<file path="src/rtl/core_ctrl_pkg.sv">
// Shared FSM state encoding and parameter defaults for the core completion controller.
package core_ctrl_pkg;

  localparam int NUM_CORES_DEF = 4;
  localparam int CNT_W_DEF     = 32;

  typedef enum logic [1:0] {
    ST_IDLE = 2'd0,
    ST_RUN  = 2'd1,
    ST_DONE = 2'd2,
    ST_TOUT = 2'd3
  } state_t;

endpackage

</file>
<file path="src/rtl/sat_counter.sv">
// Saturating up-counter: clear wins over enable, holds at all-ones; result visible one edge later.
// No backpressure; the count simply stops at its maximum value.
module sat_counter #(
  parameter int W = 32
) (
  input  logic         clk,
  input  logic         rst,
  input  logic         clr,
  input  logic         en,
  output logic [W-1:0] count
);

  always_ff @(posedge clk) begin
    if (rst || clr) begin
      count <= '0;
    end else if (en && (count != {W{1'b1}})) begin
      count <= count + 1'b1;
    end
  end

endmodule

</file>
<file path="src/rtl/core_completion_ctrl.sv">
// Supervises a run of NUM_CORES cores: done/timeout flags register one edge after the sampled cause.
// No backpressure: start is a one-cycle request, dropped unless the FSM is out of RUN and the mask is nonzero.
module core_completion_ctrl
  import core_ctrl_pkg::*;
#(
  parameter int NUM_CORES = NUM_CORES_DEF,
  parameter int CNT_W     = CNT_W_DEF
) (
  input  logic                 clk,
  input  logic                 rst,
  input  logic                 start,
  input  logic [NUM_CORES-1:0] core_status,
  input  logic [NUM_CORES-1:0] end_process,
  input  logic [CNT_W-1:0]     timeout_limit,
  output logic [NUM_CORES-1:0] core_run,
  output logic [NUM_CORES-1:0] done_mask,
  output logic                 busy,
  output logic                 terminate,
  output logic                 timeout,
  output logic [CNT_W-1:0]     cycle_count
);

  localparam logic [CNT_W:0] ONE_EXT = {{CNT_W{1'b0}}, 1'b1};

  state_t                 state, state_nxt;
  logic [NUM_CORES-1:0]   active_mask;
  logic [CNT_W-1:0]       limit;
  logic [NUM_CORES-1:0]   done_nxt;
  logic [NUM_CORES-1:0]   run_done;
  logic                   term_nxt;
  logic                   tout_nxt;
  logic                   load;
  logic                   start_ok;
  logic                   all_done;
  logic                   hit_limit;

  assign start_ok = start && (|core_status) && (state != ST_RUN);
  assign run_done = done_mask | (end_process & active_mask);
  assign all_done = (run_done == active_mask);
  // Extended compare so a saturated count can never alias back onto a small limit.
  assign hit_limit = (limit != '0) &&
                     (({1'b0, cycle_count} + ONE_EXT) == {1'b0, limit});

  always_comb begin
    state_nxt = state;
    done_nxt  = done_mask;
    term_nxt  = terminate;
    tout_nxt  = timeout;
    load      = 1'b0;
    case (state)
      ST_RUN: begin
        done_nxt = run_done;
        if (all_done) begin
          state_nxt = ST_DONE;
          term_nxt  = 1'b1;
        end else if (hit_limit) begin
          state_nxt = ST_TOUT;
          tout_nxt  = 1'b1;
        end
      end
      default: begin
        if (start_ok) begin
          state_nxt = ST_RUN;
          done_nxt  = '0;
          term_nxt  = 1'b0;
          tout_nxt  = 1'b0;
          load      = 1'b1;
        end
      end
    endcase
  end

  always_ff @(posedge clk) begin
    if (rst) begin
      state       <= ST_IDLE;
      active_mask <= '0;
      limit       <= '0;
      done_mask   <= '0;
      terminate   <= 1'b0;
      timeout     <= 1'b0;
    end else begin
      state     <= state_nxt;
      done_mask <= done_nxt;
      terminate <= term_nxt;
      timeout   <= tout_nxt;
      if (load) begin
        active_mask <= core_status;
        limit       <= timeout_limit;
      end
    end
  end

  sat_counter #(
    .W (CNT_W)
  ) u_cycle_cnt (
    .clk   (clk),
    .rst   (rst),
    .clr   (load),
    .en    (state == ST_RUN),
    .count (cycle_count)
  );

  assign busy     = (state == ST_RUN);
  assign core_run = (state == ST_RUN) ? active_mask : '0;

  a_flags_exclusive : assert property (@(posedge clk) !(terminate && timeout));

endmodule

</file>
<file path="config.mk">
export PLATFORM = sky130hd
export DESIGN_NAME = core_completion_ctrl
export DESIGN_NICKNAME = d
export VERILOG_FILES = /design/src/rtl/core_ctrl_pkg.sv /design/src/rtl/sat_counter.sv /design/src/rtl/core_completion_ctrl.sv
export SDC_FILE = /design/constraint.sdc
export NUM_CORES = 1
export LEC_CHECK = 0
export CAP_MARGIN = 20
export CORE_MARGIN = 3
export CORE_UTILIZATION = 47
export DETAILED_ROUTE_END_ITERATION = 16
export PLACE_DENSITY_LB_ADDON = 0.2
export SYNTH_ARGS = -nofsm -noshare
export SYNTH_HDL_FRONTEND = slang
export SYNTH_SLANG_ARGS = --single-unit
</file>
<file path="constraint.sdc">
create_clock -name clk -period 2.6 [get_ports clk]
set_clock_uncertainty 0.05 [all_clocks]
set_input_delay 0.52 -clock clk [delete_from_list [all_inputs] [get_ports clk]]
set_output_delay 0.52 -clock clk [all_outputs]
set_load 0.005 [all_outputs]
</file>
## Word level (Yosys, flattened, before mapping)

Cells that the tools add are included.

- Equal/unequal tests: 9
- Reduce and logical (&&, ||, !) cells: 11
- Bitwise operators: 2
- Mux-type cells: 15
- $add $sub $neg: 2

Operator list:

| cell | number |
|---|---|
| $add A32 B1 Y33 const B | 1 |
| $eq A33 B32 Y1 | 1 |
| $add A32 B1 Y32 const B | 1 |
| $ne A32 B32 Y1 const B | 1 |
| $reduce_bool A32 Y1 | 1 |
| $mux W4 | 3 |
| $mux W1 | 8 |
| $mux W2 | 4 |
| $ne A2 B2 Y1 const B | 3 |
| $and A4 B4 Y4 | 1 |
| $eq A4 B4 Y1 | 1 |
| $logic_and A1 B1 Y1 | 4 |
| $or A4 B4 Y4 | 1 |
| $reduce_and A2 Y1 | 2 |
| $reduce_or A4 Y1 | 1 |
| $ne A3 B3 Y1 const B | 1 |
| $reduce_and A3 Y1 | 1 |
| $eq A2 B1 Y1 const B | 1 |
| $ne A2 B1 Y1 const B | 1 |
| $reduce_bool A2 Y1 | 1 |
| $logic_or A1 B1 Y1 | 1 |

- Logic and storage cells: 46
- Bits in registers: 76
- Input bits: 43
- Output and inout bits: 43

## Depth between registers and ports, before layout

Gate-level depths: netlist of run 1.

- Depth after elaboration: 6
- Gate-level depth with buffers: 11

## By module

From an unflattened synthesis of run 1, not the netlist that was laid out.

- Cell total of the unflattened synthesis: 564
- Area, all modules: 4498.1 um^2

By module, submodules not included:

| module | area each (um^2) | times used | cells an instance | sequential area each (um^2) |
|---|---|---|---|---|
| core_completion_ctrl | 2816.5 | 1 | 375 | 880.8 |
| sat_counter | 1681.6 | 1 | 189 | 640.6 |

## Least setup slack after synthesis of run 1

OpenSTA, ideal clock, no wires.

- Path type: flip-flop to flip-flop
- From: register u_cycle_cnt.count[0]
- To: register timeout
- Slack: -0.052 ns
- Cell stages (with the launch flop): 11
- Path buffers: 1
- Setup time: 0.074 ns
- Data required time: 2.476 ns
- Arrival: 2.528 ns
- Path through: dfxtp_1 -> ha_1 -> nand4_1 -> or4_2 -> clkbuf_1 -> nor2_1 -> or2_2 -> nand2_1 -> a221oi_1 -> o2111ai_1 -> o22ai_2

- Cells in the longest elaborated chain, start to end: 5

RTL lines:

| what | RTL line | text |
|---|---|---|
| from (decl) | sat_counter.sv:10 | `output logic [W-1:0] count` |
| from (signal assigned) | sat_counter.sv:17 | `count <= count + 1'b1;` |
| $add A32 B1 Y33 | core_completion_ctrl.sv:42 | `(({1'b0, cycle_count} + ONE_EXT) == {1'b0, limit});` |
| $eq A33 B32 Y1 | core_completion_ctrl.sv:42 |  |
| $logic_and A1 B1 Y1 | core_completion_ctrl.sv:41 | `assign hit_limit = (limit != '0) &&` |
| $ne A2 B2 Y1 (no line) | n/a |  |
| $reduce_and A3 Y1 (no line) | n/a |  |
| to (signal assigned) | core_completion_ctrl.sv:85 | `timeout <= tout_nxt;` |
| to (decl) | core_completion_ctrl.sv:19 | `output logic timeout,` |

No other way between the ends.
A chain may end at the register's enable or synchronous reset.

## Worst setup path in the final report of run 1

- From: register u_cycle_cnt.count[16]
- To: register timeout

The elaborated chain is that of the path after synthesis.

==> Implementation_results.wiki, run 1 <==
{| class="wikitable"
! Metric !! Value
|-
| CP Max Fanout || 5
|-
| Maxcap violations || 0
|-
| Data required time at the worst endpoint || 2830 ps
|-
| Total buffers and inverters traversed by the critical path || 0
|-
| Diode count || 0
|-
| Via count of the routed design || approximately 4200
|-
| Largest net degree at the start of global routing || 41
|-
| Primary flip-flop cell chosen by synthesis mapping || dfxtp_1
|-
| Startpoint type of the worst setup path || register
|-
| Worst hold path cell count || 2
|-
| Clock buffer depth || 2
|-
| Number of non-filler instances in the completed layout || 769
|-
| Element type at the critical path end || register
|-
| DRC viols || 0
|-
| Clock power frac || roughly 36%
|-
| Max IR drop VDD || ~280 uV
|-
| Clock Tree Root || clkbuf_8
|-
| Latest clock arrival within the worst-skew pair || 350 ps
|-
| Net count of the finished layout || 704
|-
| Syn. warnings || 0
|-
| Status || completed
|-
| Number of iterations in the first detailed-routing pass || 5
|-
| Library cell occupying the most area in the post-synthesis netlist || dfxtp_1
|-
| Cell with the largest stage delay on the worst path || or4_4
|-
| Total of endpoints with negative setup slack in the final report || 0
|-
| Hold WC Path Type || register to register
|-
| TritonCTS clock tree || yes
|-
| Type of the worst setup path || register to register
|-
| Number of nets with antenna violations after routing || 0
|-
| Total chip power || ~2.6 mW
|-
| Proportion of register bits with asynchronous set or reset after synthesis || 0%
|-
| Layout area overhead || 37.96%
|-
| Sequential share of power || 48.6%
|-
| Most common cell after layout, fill and taps aside || nand2_1
|-
| Most frequent cells in the layout || 108 x nand2_1, 85 x clkdlybuf4s50_1, 69 x dfxtp_1
|-
| Slowest cell delay on critical path || 490 ps
|-
| Final design instance area without fill || 5725 um^2
|-
| Leakage power figure || 2.075 nW
|-
| Core Footprint || ~8400 um^2
|-
| Critical path data arrival time || 2730 ps
|-
| Global-route wire length before repair || 19460 um
|-
| Critical path, cell by cell || nand4_1, or4_4, nor4_4, xnor2_1, a2111o_1, nor4_2, o2111ai_2, o22ai_2
|-
| Total negative slack for setup checks || 0 ps
|-
| Total clock sinks || between 70 and 80
|-
| Flip-flop and latch count after synthesis || 76
|-
| Number of endpoints with negative hold slack in the final report || 0
|-
| Final core utilization || between 60% and 70%
|-
| Count of flip-flops with a built-in enable after synthesis || 0
|-
| Share of the clock period used by the worst path || 96.36%
|-
| Synthesized instance count || 542
|-
| Synthesized cell area || 4150 um^2
|-
| Placer's final routability congestion estimate || about 0.96
|-
| Die height || 99.97 um
|-
| Maximum frequency from static timing analysis || 399.2 MHz
|-
| Slew Limit Headroom || 49.81%
|-
| Power density over the cells || around 450 nW/um^2
|-
| Syn Area/Cell || 7.657 um^2
|-
| Total detailed-routing wirelength || between 10000 and 15000 um
|-
| Iter 0 DRT Violations || 237
|-
| I/O pin count || 86
|-
| Cell area reported after detailed placement || 5418 um^2
|-
| Number of global-route vias before repair || between 4000 and 5000
|-
| Clock transition at the registers of the reported paths || roughly 80 ps
|-
| Switching part of the total || 26.83%
|-
| Max-slew violation total from the final report || 0
|-
| Width of the die || 99.97 um
|-
| Antenna violations before repair || 0
|-
| Nets in the synthesized netlist || 586
|-
| Cell Count Post-Placement || 748
|-
| Cells on worst reg2reg path || 8
|-
| Minimum setup slack in the final design || 94.71 ps
|-
| All-Layer GR Usage || 24.20%
|-
| Top cell type's share of synthesized area || 36.66%
|-
| Placed wire-length estimate || just over 9000 um
|-
| Count of standard-cell rows || 33
|-
| Overflow after GRT || 0
|-
| Die area || 9994 um^2
|-
| Hold WS || 399.5 ps
|-
| Via/cell ratio || 5.473
|-
| Unique masters post-synth || 55
|-
| Initial cell density of the core || 49.51%
|-
| Power Internal || 1.893 mW
|-
| WL per Instance || 15.59 um
|-
| Unrepaired setup endpoints after global routing || yes
|-
| Worst setup slack before clock tree synthesis || 49.87 ps
|-
| Number of clock buffers inserted by TritonCTS || 9
|-
| Sequential-to-total area share from yosys stat || a little over a third
|-
| Net switching component of the power || around 690 uW
|-
| H-tree Lvls || 3
|-
| Tmin final || ~2500 ps
|-
| Depth of the critical timing path with buffers and inverters included || 8
|-
| Fraction of layout cells with a size suffix above 1 || 16.72%
|-
| Dominant cells by area after synthesis || dfxtp_1 37%, nand2_1 9.8%, xnor2_1 8.0%
|-
| # port buffers || 85
|-
| Largest delay share family, worst path || simple AND/OR/NAND/NOR gates
|-
| Combinational cell fraction of total power || 15.4%
|-
| Transition at the pin with the smallest max-transition slack || around 750 ps
|-
| Hold buffers post-CTS || 0
|}
path summary, 6_finish.rpt:
path | startpoint | end | slack (ps)
worst max-delay path | u_cycle_cnt.count[16] | timeout | 90
worst min-delay path | terminate | terminate | 400
worst max register to register | u_cycle_cnt.count[16] | timeout | 90
worst min register to register | terminate | terminate | 400
what timing repair did:
action,CTS,global route
resized for setup,0,19
setup endpoints to repair,0,2
hold endpoints to repair,0,0
setup buffers,0,6
cell type report:
cell class              instances  area, um^2
clock inverters                 4       48.80
inverters                      13       48.80
repair buffers                146        1346
fillers                       712        2656
clock buffers                  11       151.4
well taps                     105       131.4
multi-input cells             414        2469
flip-flops and latches         76        1530
power groups by stage:
stage	clock network (mW)	registers [mW]	logic, mW
finish	0.931	1.26	0.397
global route	0.993	1.27	0.439
CTS	0.940	1.26	0.397
detailed placement	0	1.29	0.395
global placement	0	1.28	0.390
floorplan	0	1.27	0.220
flip-flops by register name, indices dropped and copies added (netlist names):
signal,flops
terminate,1
active_mask,4
state,2
done_mask,4
u_cycle_cnt.count,32
limit,32
timeout,1
Yosys cell counts (all sizes together), types with 5 or more instances:
cell type / count
nand4: 21
clkbuf: 27
a21oi: 43
inv: 13
o21ai: 8
nand3: 12
xnor2: 38
or3: 5
nor2: 54
buf: 12
and3: 8
nor4: 19
nor3: 10
xor2: 31
nand2: 108
dfxtp: 76
metal layers:
layer	track usage [%]	up-vias	routed length, um
met2	41.25	143	5737
met4	8.290	0	182
met5	0	-	0
met1	31.07	1968	5448
li1	-	2082	-
met3	3.961	16	618
worst min-delay path, cell delays in order (launching register included):
cell and delay (ps):
dfxtp_1 320, inv_1 50, a21oi_1 50
logic make-up after synthesis:
group           synth area share, %
fa+ha+maj                    0.3014
simple gates                  29.79
mux                           1.507
compound gates                11.88
buf+inv                       5.306
flops                         36.66
xor+xnor                      14.56
No activity file was read; power rests on OpenSTA's default activity.
==> run 2: changes to the inputs <==
CORE_UTILIZATION = 48   (was 47)
PLACE_DENSITY = 0.78   (was unset)
PLACE_DENSITY_LB_ADDON = unset   (was 0.2)
SYNTH_HIERARCHICAL = 1   (was unset)
==> run 2 against run 1 <==
Net effect:
- clock power increased by 2.3%
- critical endpoint unchanged
- largest cell class unchanged
- first-iteration DRC count increased by 8.0%
- hold slack improved by 31 ps
==> Implementation_results.wiki, run 2 <==
{| class="wikitable"
! Metric !! Value
|-
| Global-route wire length before repair || 20800 um (was 19460 um)
|-
| TritonCTS clock tree || yes (unchanged)
|-
| Layout area overhead || 29.32% (was 37.96%)
|-
| Flip-flop and latch count after synthesis || 76 (unchanged)
|-
| Number of non-filler instances in the completed layout || 780 (was 769)
|-
| Grt met1 use || 32.85% (was 31.07%)
|-
| Tmin final || 2408 ps (was 2505 ps)
|-
| Total clock sinks || 76 (unchanged)
|-
| Die height || 102.8 um (was 99.97 um)
|-
| Critical path, cell by cell || nand4_1, nor4_1, o22ai_1, or4_1, nor4_1, and4bb_1, nand4_1, o21ai_1 (was nand4_1, or4_4, nor4_4, xnor2_1, a2111o_1, nor4_2, o2111ai_2, o22ai_2)
|-
| All-Layer GR Usage || 24.88% (was 24.20%)
|-
| Clock buffer depth || 2 (unchanged)
|-
| Unrepaired setup endpoints after global routing || no (was yes)
|-
| Most common cell after layout, fill and taps aside || nand2_1 (unchanged)
|-
| Antenna violations before repair || 0 (unchanged)
|-
| Number of nets with antenna violations after routing || 0 (unchanged)
|-
| Width of the die || 102.8 um (was 99.97 um)
|-
| Initial cell density of the core || 50.59% (was 49.51%)
|-
| Leakage power figure || 1.937 nW (was 2.075 nW)
|-
| Final core utilization || 65.42% (was 68.31%)
|-
| Total of endpoints with negative setup slack in the final report || 0 (unchanged)
|-
| Type of the worst setup path || register to register (unchanged)
|-
| CP Max Fanout || 9 (was 5)
|-
| Status || completed (unchanged)
|-
| Primary flip-flop cell chosen by synthesis mapping || dfxtp_1 (unchanged)
|-
| Latest clock arrival within the worst-skew pair || 370 ps (was 350 ps)
|-
| Critical path data arrival time || 2670 ps (was 2730 ps)
|-
| Largest net degree at the start of global routing || 45 (was 41)
|-
| Global routing met2 resource utilization || 40.07% (was 41.25%)
|-
| Via count of the routed design || 4648 (was 4209)
|-
| Placed wire-length estimate || 9435 um (was 9158 um)
|-
| DRC viols || 0 (unchanged)
|-
| Largest delay share family, worst path || simple AND/OR/NAND/NOR gates (unchanged)
|-
| Total buffers and inverters traversed by the critical path || 0 (unchanged)
|-
| Unique masters post-synth || 72 (was 55)
|-
| Nets in the synthesized netlist || 609 (was 586)
|-
| Number of global-route vias before repair || 4390 (was 4089)
|-
| Clock Tree Root || clkbuf_8 (unchanged)
|-
| Syn. warnings || 6 (was 0)
|-
| WL per Instance || 16.44 um (was 15.59 um)
|-
| Net count of the finished layout || 712 (was 704)
|-
| Hold WC Path Type || register to register (unchanged)
|-
| Maxcap violations || 0 (unchanged)
|-
| Slowest cell delay on critical path || 520 ps (was 490 ps)
|-
| Number of endpoints with negative hold slack in the final report || 0 (unchanged)
|-
| Count of standard-cell rows || 34 (was 33)
|-
| Via/cell ratio || 5.959 (was 5.473)
|-
| Number of clock buffers inserted by TritonCTS || 9 (unchanged)
|-
| Max IR drop VDD || 298.7 uV (was 284.4 uV)
|-
| Total chip power || 2.596 mW (was 2.587 mW)
|-
| Most instantiated library cell after synthesis || nand2_1 (unchanged)
|-
| Count of flip-flops with a built-in enable after synthesis || 0 (unchanged)
|-
| I/O pin count || 86 (unchanged)
|-
| Library cell occupying the most area in the post-synthesis netlist || dfxtp_1 (unchanged)
|-
| Proportion of register bits with asynchronous set or reset after synthesis || 0% (unchanged)
|-
| Minimum setup slack in the final design || 192.3 ps (was 94.71 ps)
|-
| Startpoint type of the worst setup path || register (unchanged)
|-
| Hold buffers post-CTS || 0 (unchanged)
|-
| H-tree Lvls || 3 (unchanged)
|-
| Cell with the largest stage delay on the worst path || dfxtp_1 (was or4_4)
|-
| Total detailed-routing wirelength || 12820 um (was 11990 um)
|-
| Element type at the critical path end || register (unchanged)
|-
| Global route hottest layer || met2 (unchanged)
|-
| Largest regs || limit: 32 flops, u_cycle_cnt/count: 32 flops (was limit: 32 flops, u_cycle_cnt.count: 32 flops)
|-
| Share of the clock period used by the worst path || 92.60% (was 96.36%)
|-
| Dominant cells by area after synthesis || dfxtp_1 34%, nand2_1 8.4%, a21oi_1 7.6% (was dfxtp_1 37%, nand2_1 9.8%, xnor2_1 8.0%)
|-
| Die area || 10570 um^2 (was 9994 um^2)
|-
| Transition at the pin with the smallest max-transition slack || 763.1 ps (was 752.0 ps)
|-
| Cell Count Post-Placement || 763 (was 748)
|-
| Number of iterations in the first detailed-routing pass || 5 (unchanged)
|-
| Sequential-to-total area share from yosys stat || 33.82% (was 36.66%)
|-
| Syn Area/Cell || 7.975 um^2 (was 7.657 um^2)
|-
| Placer's final routability congestion estimate || 0.8674 (was 0.9637)
|-
| Clock transition at the registers of the reported paths || 90 ps (was 80 ps)
|-
| Diode count || 0 (unchanged)
|-
| Most frequent cells in the layout || 101 x nand2_1, 85 x clkdlybuf4s50_1, 75 x dfxtp_1 (was 108 x nand2_1, 85 x clkdlybuf4s50_1, 69 x dfxtp_1)
|-
| Synthesized cell area || 4498 um^2 (was 4150 um^2)
|-
| Total negative slack for setup checks || 0 ps (unchanged)
|-
| Overflow after GRT || 0 (unchanged)
|-
| # port buffers || 85 (unchanged)
|-
| Slew Limit Headroom || 48.33% (was 49.81%)
|-
| Power density over the cells || 446.2 nW/um^2 (was 451.8 nW/um^2)
|-
| Core Footprint || 8891 um^2 (was 8382 um^2)
|-
| Most frequent cells after synthesis || 101 x nand2_1, 76 x dfxtp_1, 68 x a21oi_1 (was 108 x nand2_1, 76 x dfxtp_1, 54 x nor2_1)
|-
| Iter 0 DRT Violations || 256 (was 237)
|-
| Fraction of layout cells with a size suffix above 1 || 13.54% (was 16.72%)
|-
| Max-slew violation total from the final report || 0 (unchanged)
|-
| Data required time at the worst endpoint || 2860 ps (was 2830 ps)
|-
| GR Util met3 || 6.022% (was 3.961%)
|-
| Worst setup slack before clock tree synthesis || 68.88 ps (was 49.87 ps)
|-
| Synthesized instance count || 564 (was 542)
|-
| Top cell type's share of synthesized area || 33.82% (was 36.66%)
|-
| Maximum frequency from static timing analysis || 415.3 MHz (was 399.2 MHz)
|}
[run 2: cell count changes after synthesis, moves of 9 or more]
cell / change
a21oi_1: +25
clkbuf_1: -10
nand3_1: +9
nor2_1: -36
o21ai_1: +10
o31ai_1: +9
or3_1: +12
or4_1: +10
xor2_1: -18
[run 2: layout make-up]
cell class | instances | area (um^2)
Inverter | 11 | 41.29
Clock buffer | 9 | 123.9
Tap cell | 108 | 135.1
Timing Repair Buffer | 117 | 1104
Fill cell | 750 | 3074
Clock inverter | 7 | 77.57
Sequential cell | 76 | 1523
Multi-Input combinational cell | 452 | 2813
[run 2: per-stage QoR]
| stage | hold slack [ps] | cell area (um^2) |
|---|---|---|
| detailed placement | 413.9 | 5592 |
| floorplan | 392.7 | 4498 |
| finish | 430.0 | 5817 |
| CTS | 430.3 | 5793 |
| global placement | 422.4 | 5592 |
| global route | 455.3 | 5817 |
[run 2: final timing paths]
kind                    startpoint  endpoint  slack [ps]  cells past startpoint
min reg2reg                timeout   timeout         430                      2
max reg2reg  u_cycle_cnt/count[14]   timeout         190                      8
max          u_cycle_cnt/count[14]   timeout         190                      8
min                        timeout   timeout         430                      2
[run 2: layer usage]
metal	up-vias	share of wire, %
met4	0	1.5
li1	2274	-
met2	176	47
met3	13	6.9
met5	-	0
met1	2185	44
[run 2: power breakdown]
part	leakage, nW	switching (mW)	internal (mW)
Clock	0.101	0.497	0.455
Sequential	0.619	0.0510	1.21
Combinational	1.22	0.195	0.188
Total	1.94	0.743	1.85
[run 2: kinds of logic (layout without fill, tap and decap cells)]
family                   after synthesis  after routing  synth area share (%)
buffers and inverters                 36            144                 3.977
multiplexers                           2              2                0.5562
AO/OA/AOI/OAI                        137            137                 19.36
adder cells (fa/ha/maj)                2              2                0.5562
flip-flops                            76             76                 33.82
AND/OR/NAND/NOR                      266            266                 32.96
XOR/XNOR                              45             45                 8.762
[run 2: tightest hold or removal path, delay by kind of cell (launching register included)]
family             cells  cell delay, ps
AOI/OAI and AO/OA      1              50
DFF                    1             340
and+or+nand+nor        1              60
[run 2: timing repair]
action | 4_1_cts | 5_1_grt
resized for setup | 0 | 4
endpoints found under the setup margin | 0 | 2
setup buffers | 0 | 1
